<file path="config.mk">
export PLATFORM = sky130hd
export DESIGN_NAME = dequant_stream_ctrl
export DESIGN_NICKNAME = d
export VERILOG_FILES = /design/src/rtl/dequant_pkg.sv /design/src/rtl/dequant_lane.sv /design/src/rtl/dequant_stream_ctrl.sv
export SDC_FILE = /design/constraint.sdc
export NUM_CORES = 1
export LEC_CHECK = 0
export CAP_MARGIN = 20
export CELL_PAD_IN_SITES_DETAIL_PLACEMENT = 0
export CELL_PAD_IN_SITES_GLOBAL_PLACEMENT = 1
export CORE_UTILIZATION = 51
export CTS_CLUSTER_DIAMETER = 150
export DETAILED_ROUTE_END_ITERATION = 10
export PLACE_DENSITY = 0.9
export SLEW_MARGIN = 20
export SYNTH_ARGS = -nofsm -noshare
export SYNTH_HDL_FRONTEND = slang
export SYNTH_SLANG_ARGS = --single-unit
</file>
<file path="constraint.sdc">
create_clock -name clk -period 14.23 [get_ports clk]
set_input_delay 1.423 -clock clk [delete_from_list [all_inputs] [get_ports clk]]
set_output_delay 1.423 -clock clk [all_outputs]
set_load 0.1 [all_outputs]
</file>
<file path="src/rtl/dequant_pkg.sv">
// Shared types and constants for the INT4->INT8 dequantization stream controller.
package dequant_pkg;

  localparam int NIB_W = 4;
  localparam int OUT_W = 8;

  typedef enum logic [1:0] {IDLE, FETCH, DRAIN, DONE} state_t;

  localparam logic signed [8:0] UNS_MIN = 9'sd0;
  localparam logic signed [8:0] UNS_MAX = 9'sd255;
  localparam logic signed [8:0] SGN_MIN = -9'sd128;
  localparam logic signed [8:0] SGN_MAX = 9'sd127;

endpackage

</file>
<file path="src/rtl/dequant_lane.sv">
// Combinational lane: (nibble - offset) * scale, clamped to 8 bits.
// DEQ_SIGNED_OUT_EN selects a two's-complement clamp instead of the unsigned one.
module dequant_lane
  import dequant_pkg::*;
(
  input  logic [NIB_W-1:0] nib,
  input  logic [NIB_W-1:0] scale,
  input  logic [NIB_W-1:0] offset,
  output logic [OUT_W-1:0] result
);

  logic signed [4:0] diff;
  logic signed [8:0] prod;

  function automatic logic [OUT_W-1:0] sat_out(input logic signed [8:0] p);
`ifdef DEQ_SIGNED_OUT_EN
    if (p < SGN_MIN) return SGN_MIN[OUT_W-1:0];
    else if (p > SGN_MAX) return SGN_MAX[OUT_W-1:0];
`else
    if (p < UNS_MIN) return UNS_MIN[OUT_W-1:0];
    else if (p > UNS_MAX) return UNS_MAX[OUT_W-1:0];
`endif
    return p[OUT_W-1:0];
  endfunction

  assign diff   = $signed({1'b0, nib}) - $signed({1'b0, offset});
  assign prod   = $signed({{4{diff[4]}}, diff}) * $signed({5'b0, scale});
  assign result = sat_out(prod);

endmodule

</file>
<file path="src/rtl/dequant_stream_ctrl.sv">
// Streams packed INT4 words through one dequant lane, one INT8 element per cycle,
// with a per-group scale/offset table. Output mode selected by DEQ_SIGNED_OUT_EN.
module dequant_stream_ctrl
  import dequant_pkg::*;
#(
  parameter int NPW        = 8,
  parameter int GROUP_SIZE = 32,
  parameter int NUM_GROUPS = 16,
  parameter int CNT_W      = 16,
  localparam int AW        = (NUM_GROUPS > 1) ? $clog2(NUM_GROUPS) : 1
) (
  input  logic             clk,
  input  logic             rst,
  input  logic             start,
  input  logic [CNT_W-1:0] num_words,
  output logic             busy,
  output logic             done,
  input  logic [4*NPW-1:0] in_data,
  input  logic             in_valid,
  output logic             in_ready,
  input  logic             cfg_we,
  input  logic [AW-1:0]    cfg_addr,
  input  logic [3:0]       cfg_scale,
  input  logic [3:0]       cfg_offset,
  output logic [7:0]       out_data,
  output logic             out_valid,
  input  logic             out_ready,
  output logic             out_last
);

  localparam int NW = (NPW > 1) ? $clog2(NPW) : 1;
  localparam int GW = (GROUP_SIZE > 1) ? $clog2(GROUP_SIZE) : 1;

  state_t           state;
  logic [4*NPW-1:0] word_p0;
  logic [CNT_W-1:0] words_left;
  logic [NW-1:0]    nib_idx;
  logic [GW-1:0]    grp_cnt;
  logic [AW-1:0]    grp_idx;
  logic [NIB_W-1:0] scale_tab  [NUM_GROUPS];
  logic [NIB_W-1:0] offset_tab [NUM_GROUPS];
  logic [NIB_W-1:0] nib;
  logic [OUT_W-1:0] lane_out;
  logic             issue;
  logic             last_nib;

  assign busy     = (state != IDLE);
  assign in_ready = (state == FETCH);
  assign issue    = (state == DRAIN) && (!out_valid || out_ready);
  assign last_nib = (nib_idx == NW'(NPW - 1));
  assign nib      = word_p0[nib_idx*NIB_W +: NIB_W];

  dequant_lane u_lane (
    .nib    (nib),
    .scale  (scale_tab[grp_idx]),
    .offset (offset_tab[grp_idx]),
    .result (lane_out)
  );

  always_ff @(posedge clk) begin
    if (rst) begin
      for (int i = 0; i < NUM_GROUPS; i++) begin
        scale_tab[i]  <= NIB_W'(1);
        offset_tab[i] <= '0;
      end
    end else if (cfg_we && !busy) begin
      scale_tab[cfg_addr]  <= cfg_scale;
      offset_tab[cfg_addr] <= cfg_offset;
    end
  end

  // Stage p0 holds the fetched word; the lane result is registered into out_data.
  always_ff @(posedge clk) begin
    if (rst) begin
      state      <= IDLE;
      done       <= 1'b0;
      out_valid  <= 1'b0;
      out_last   <= 1'b0;
      out_data   <= '0;
      word_p0    <= '0;
      words_left <= '0;
      nib_idx    <= '0;
      grp_cnt    <= '0;
      grp_idx    <= '0;
    end else begin
      done <= 1'b0;
      if (issue) begin
        out_data  <= lane_out;
        out_valid <= 1'b1;
        out_last  <= last_nib && (words_left == '0);
        nib_idx   <= last_nib ? '0 : nib_idx + 1'b1;
        if (grp_cnt == GW'(GROUP_SIZE - 1)) begin
          grp_cnt <= '0;
          grp_idx <= (NUM_GROUPS > 1) ? grp_idx + 1'b1 : '0;
        end else begin
          grp_cnt <= grp_cnt + 1'b1;
        end
      end else if (out_ready) begin
        out_valid <= 1'b0;
        out_last  <= 1'b0;
      end
      case (state)
        IDLE: begin
          if (start) begin
            words_left <= num_words;
            nib_idx    <= '0;
            grp_cnt    <= '0;
            grp_idx    <= '0;
            state      <= (num_words == '0) ? DONE : FETCH;
          end
        end
        FETCH: begin
          if (in_valid) begin
            word_p0    <= in_data;
            words_left <= words_left - 1'b1;
            nib_idx    <= '0;
            state      <= DRAIN;
          end
        end
        DRAIN: begin
          if (issue && last_nib) state <= (words_left == '0) ? DONE : FETCH;
        end
        DONE: begin
          if (!out_valid || out_ready) begin
            out_valid <= 1'b0;
            out_last  <= 1'b0;
            done      <= 1'b1;
            state     <= IDLE;
          end
        end
        default: state <= IDLE;
      endcase
    end
  end

endmodule
</file>
==> results.py <==
metrics = {
    "status": {
        "status": "complete, no violations",
    },
    "route": {
        "highest_layer": "met4",
        "routedLengthMet1_mm": 9.85,
        "routed-wl-met3_mm": 1.22,
        "via_count": 7140,
        "drtIter0Drc": 522,
        "wl_met2_mm": 11.6,
        "routed_wl_mm": 23.1,
        "ant_nets": 0,
        "via_per_inst": 5.68,
        "firstDrtPassIters": 5,
        "routedWlPerCell_um": 18.4,
        "drt_drc_violations_left": 0,
    },
    "timing": {
        "fin_crit_sh_pct": 48.1,
        "hold_slack_ns": 0.450,
        "layout_min_cycle_time_ns": 6.84,
        "fin_ws_ns": 7.39,
        "slew_viol_final": 0,
        "skew_ns": 0.0131,
        "rsz0062_at_grt": "false",
        "tightest_slew_ns": 1.09,
        "hold_viol": 0,
        "fin_tns_setup_ns": 0,
        "setup_viol": 0,
        "relSlewSlack_pct": 26.9,
        "maxClockFrequency_ghz": 0.146,
    },
    "critical_path": {
        "critPathKind": "reg2reg",
        "r2r-start": "grp_idx[0]",
        "critical_path_required_ns": 14.66,
        "rr_endpoint": "out_data[6]",
        "start_kind": "flip-flop",
        "crit_path_max_fanout": 26,
        "critPathArrivalTime_ns": 7.27,
        "reg2reg_depth": 21,
        "ff2ff_setup_slack_ns": 7.39,
        "crit_path_end_kind": "flip-flop",
    },
    "floorplan": {
        "dieArea_um2": 20800,
        "core_um2": 19700,
        "die_h_um": 144,
        "num_rows": 51,
        "initial_core_util_pct": 52.6,
        "die_w_um": 144,
        "io-pin-count": 79,
    },
    "layout": {
        "layout.cells.most_common_list": "edfxtp_1, and2_1, nand2_1",
        "final_common_cell": "edfxtp_1",
        "drive_above_1_share_pct": 11.7,
        "final_cell_area_um2": 12000,
        "fin_nets": 1078,
        "fillers": 1597,
        "multi_input_area_um2": 4720,
        "num_antenna_cells": 0,
        "regArea_um2": 5310,
        "area_growth_pct": 16.3,
    },
    "synth": {
        "synthCells": 915,
        "synth_cell_type_count": 55,
        "ys.flop_type": "edfxtp_1",
        "synth_edf_count": 128,
        "synth-async-reset-ratio_pct": 0,
        "synth_area_per_cell_um2": 11.3,
        "ys_seq_elements": 201,
        "synth_nets": 1017,
        "syn_area_um2": 10300,
        "ys_warn_count": 0,
        "synth-seq-area-share_pct": 51.4,
    },
    "global_route": {
        "grt_pass1_wl_mm": 36.4,
        "grt_start_max_net_pins": 88,
        "grt_pass1_vias": 6971,
        "antenna_found_initial": 0,
        "grt-ovfl-total": 0,
        "grt.total_usage_pct": 23.0,
    },
    "cts": {
        "cts-root-buf": "clkbuf_16",
        "cts.path.max_buffers": 3,
        "htree_levels": 1,
        "cts-resized-gates": 0,
        "cts_setup_buffers": 0,
        "worstSkewPairLatency_ns": 0.52,
        "clock-sinks": 201,
        "cts_inserted_buffers": 22,
        "cts_hold_buffers": 0,
        "cts.clk_slew.worst_paths_ns": 0.06,
        "tritoncts": "built",
    },
    "placement": {
        "place_hpwl_mm": 15.6,
        "place_ws_ns": 7.34,
        "io_buffers": 78,
        "placed_area_um2": 11300,
        "gp_congestion": 0.848,
    },
    "worst_hold_path": {
        "worstHoldStart": "word_p0[9]",
        "hold_class": "reg2reg",
        "hold_end": "word_p0[9]",
        "hold_depth": 2,
    },
    "power": {
        "leakage_nw": 4.27,
        "power_density_nw_per_um2": 118,
        "ir_drop_v": 0.000103,
    },
    "run": {
        "cap_viol_max_count": 0,
    },
}
[through the flow]
step	utilization (%)	power, mW	cells
finish	61.1	1.42	1257
global route	61.1	1.48	1257
CTS	61.1	1.43	1257
detailed placement	57.5	0.884	1217
global placement	57.5	0.880	1217
floorplan	-	0.819	915
[state kept, by name, summed over array words and instances (netlist names), 2 cells and up]
name	flops
out_data	8
word_p0	32
words_left	16
state	2
grp_cnt	5
offset_tab	64
nib_idx	3
scale_tab	64
grp_idx	4
[metal layers]
metal	vias up	global-route usage [%]
met1	3464	30.0
met3	35	3.21
li1	3417	-
met4	0	5.93
met2	224	40.3
met5	-	0
[layout make-up]
class,count,share of cell area [%]
repair buffers,86,6.96
inverters,31,0.969
clock buffers,32,5.06
clock inverters,8,0.792
multi-input cells,634,39.3
well taps,265,2.76
flip-flops and latches,201,44.2
[worst max-delay path, cell delays in order, from the launching register on]
cell and delay (ns):
dfxtp_2 0.51, buf_4 0.52, mux4_2 0.56, mux4_2 0.49, inv_1 0.07, ha_1 0.27, nor2b_1 0.16, o21ai_0 0.19
nor2b_1 0.71, nand2_1 0.16, inv_1 0.10, ha_1 0.24, fa_1 0.51, fa_1 0.49, ha_1 0.33, o21a_1 0.13
o31a_1 0.15, o21ai_1 0.10, a21oi_1 0.35, nor2_1 0.18, or3_1 0.37, a31oi_1 0.15
[power by group]
group / internal, mW / switching [mW] / leakage, nW
registers: 0.642 / 0.0126 / 1.87
clock network: 0.319 / 0.231 / 0.340
logic: 0.0859 / 0.131 / 2.06
[synthesized netlist by cell type, types with 3 or more instances]
cell	instances	area [um2]
a211oi_1	9	67.6
a21o_1	4	30.0
a21oi_1	73	365
a22oi_1	4	30.0
a31oi_1	3	18.8
and2_1	119	744
and3_1	4	25.0
buf_2	4	20.0
clkbuf_1	43	161
dfxtp_1	73	1460
edfxtp_1	128	3840
fa_1	11	220
ha_1	25	313
inv_1	31	116
mux2_2	5	56.3
mux2i_1	5	50.1
mux4_2	47	1060
nand2_1	100	375
nand2b_1	14	87.6
nand3_1	8	40.0
nand3b_1	7	52.6
nand4_1	3	18.8
nor2_1	50	188
nor2b_1	14	87.6
nor3_1	18	90.1
nor3b_1	5	37.5
nor4_1	4	25.0
o211ai_1	4	30.0
o21ai_0	19	95.1
o22ai_1	3	18.8
or2_2	20	125
or3_1	18	113
or4_1	5	37.5
xnor2_1	5	43.8
xor2_1	6	52.6
[cells by family after synthesis]
group,count (synthesis),share of synthesized area [%]
buf+inv,80,2.99
compound gates,133,7.47
mux,58,11.5
flops,201,51.4
simple gates,396,20.6
xor+xnor,11,0.933
fa+ha+maj,36,5.16
[worst max-delay path by stage]
stage	start	end	slack [ns]
detailed placement	grp_idx[0]	out_data[6]	7.34
CTS	grp_idx[0]	out_data[6]	7.32
global placement	grp_idx[0]	out_data[6]	7.47
floorplan	grp_idx[0]	out_data[6]	7.63
finish	grp_idx[0]	out_data[6]	7.39
global route	grp_idx[0]	out_data[6]	6.89
(Power assumes the default switching activity.)
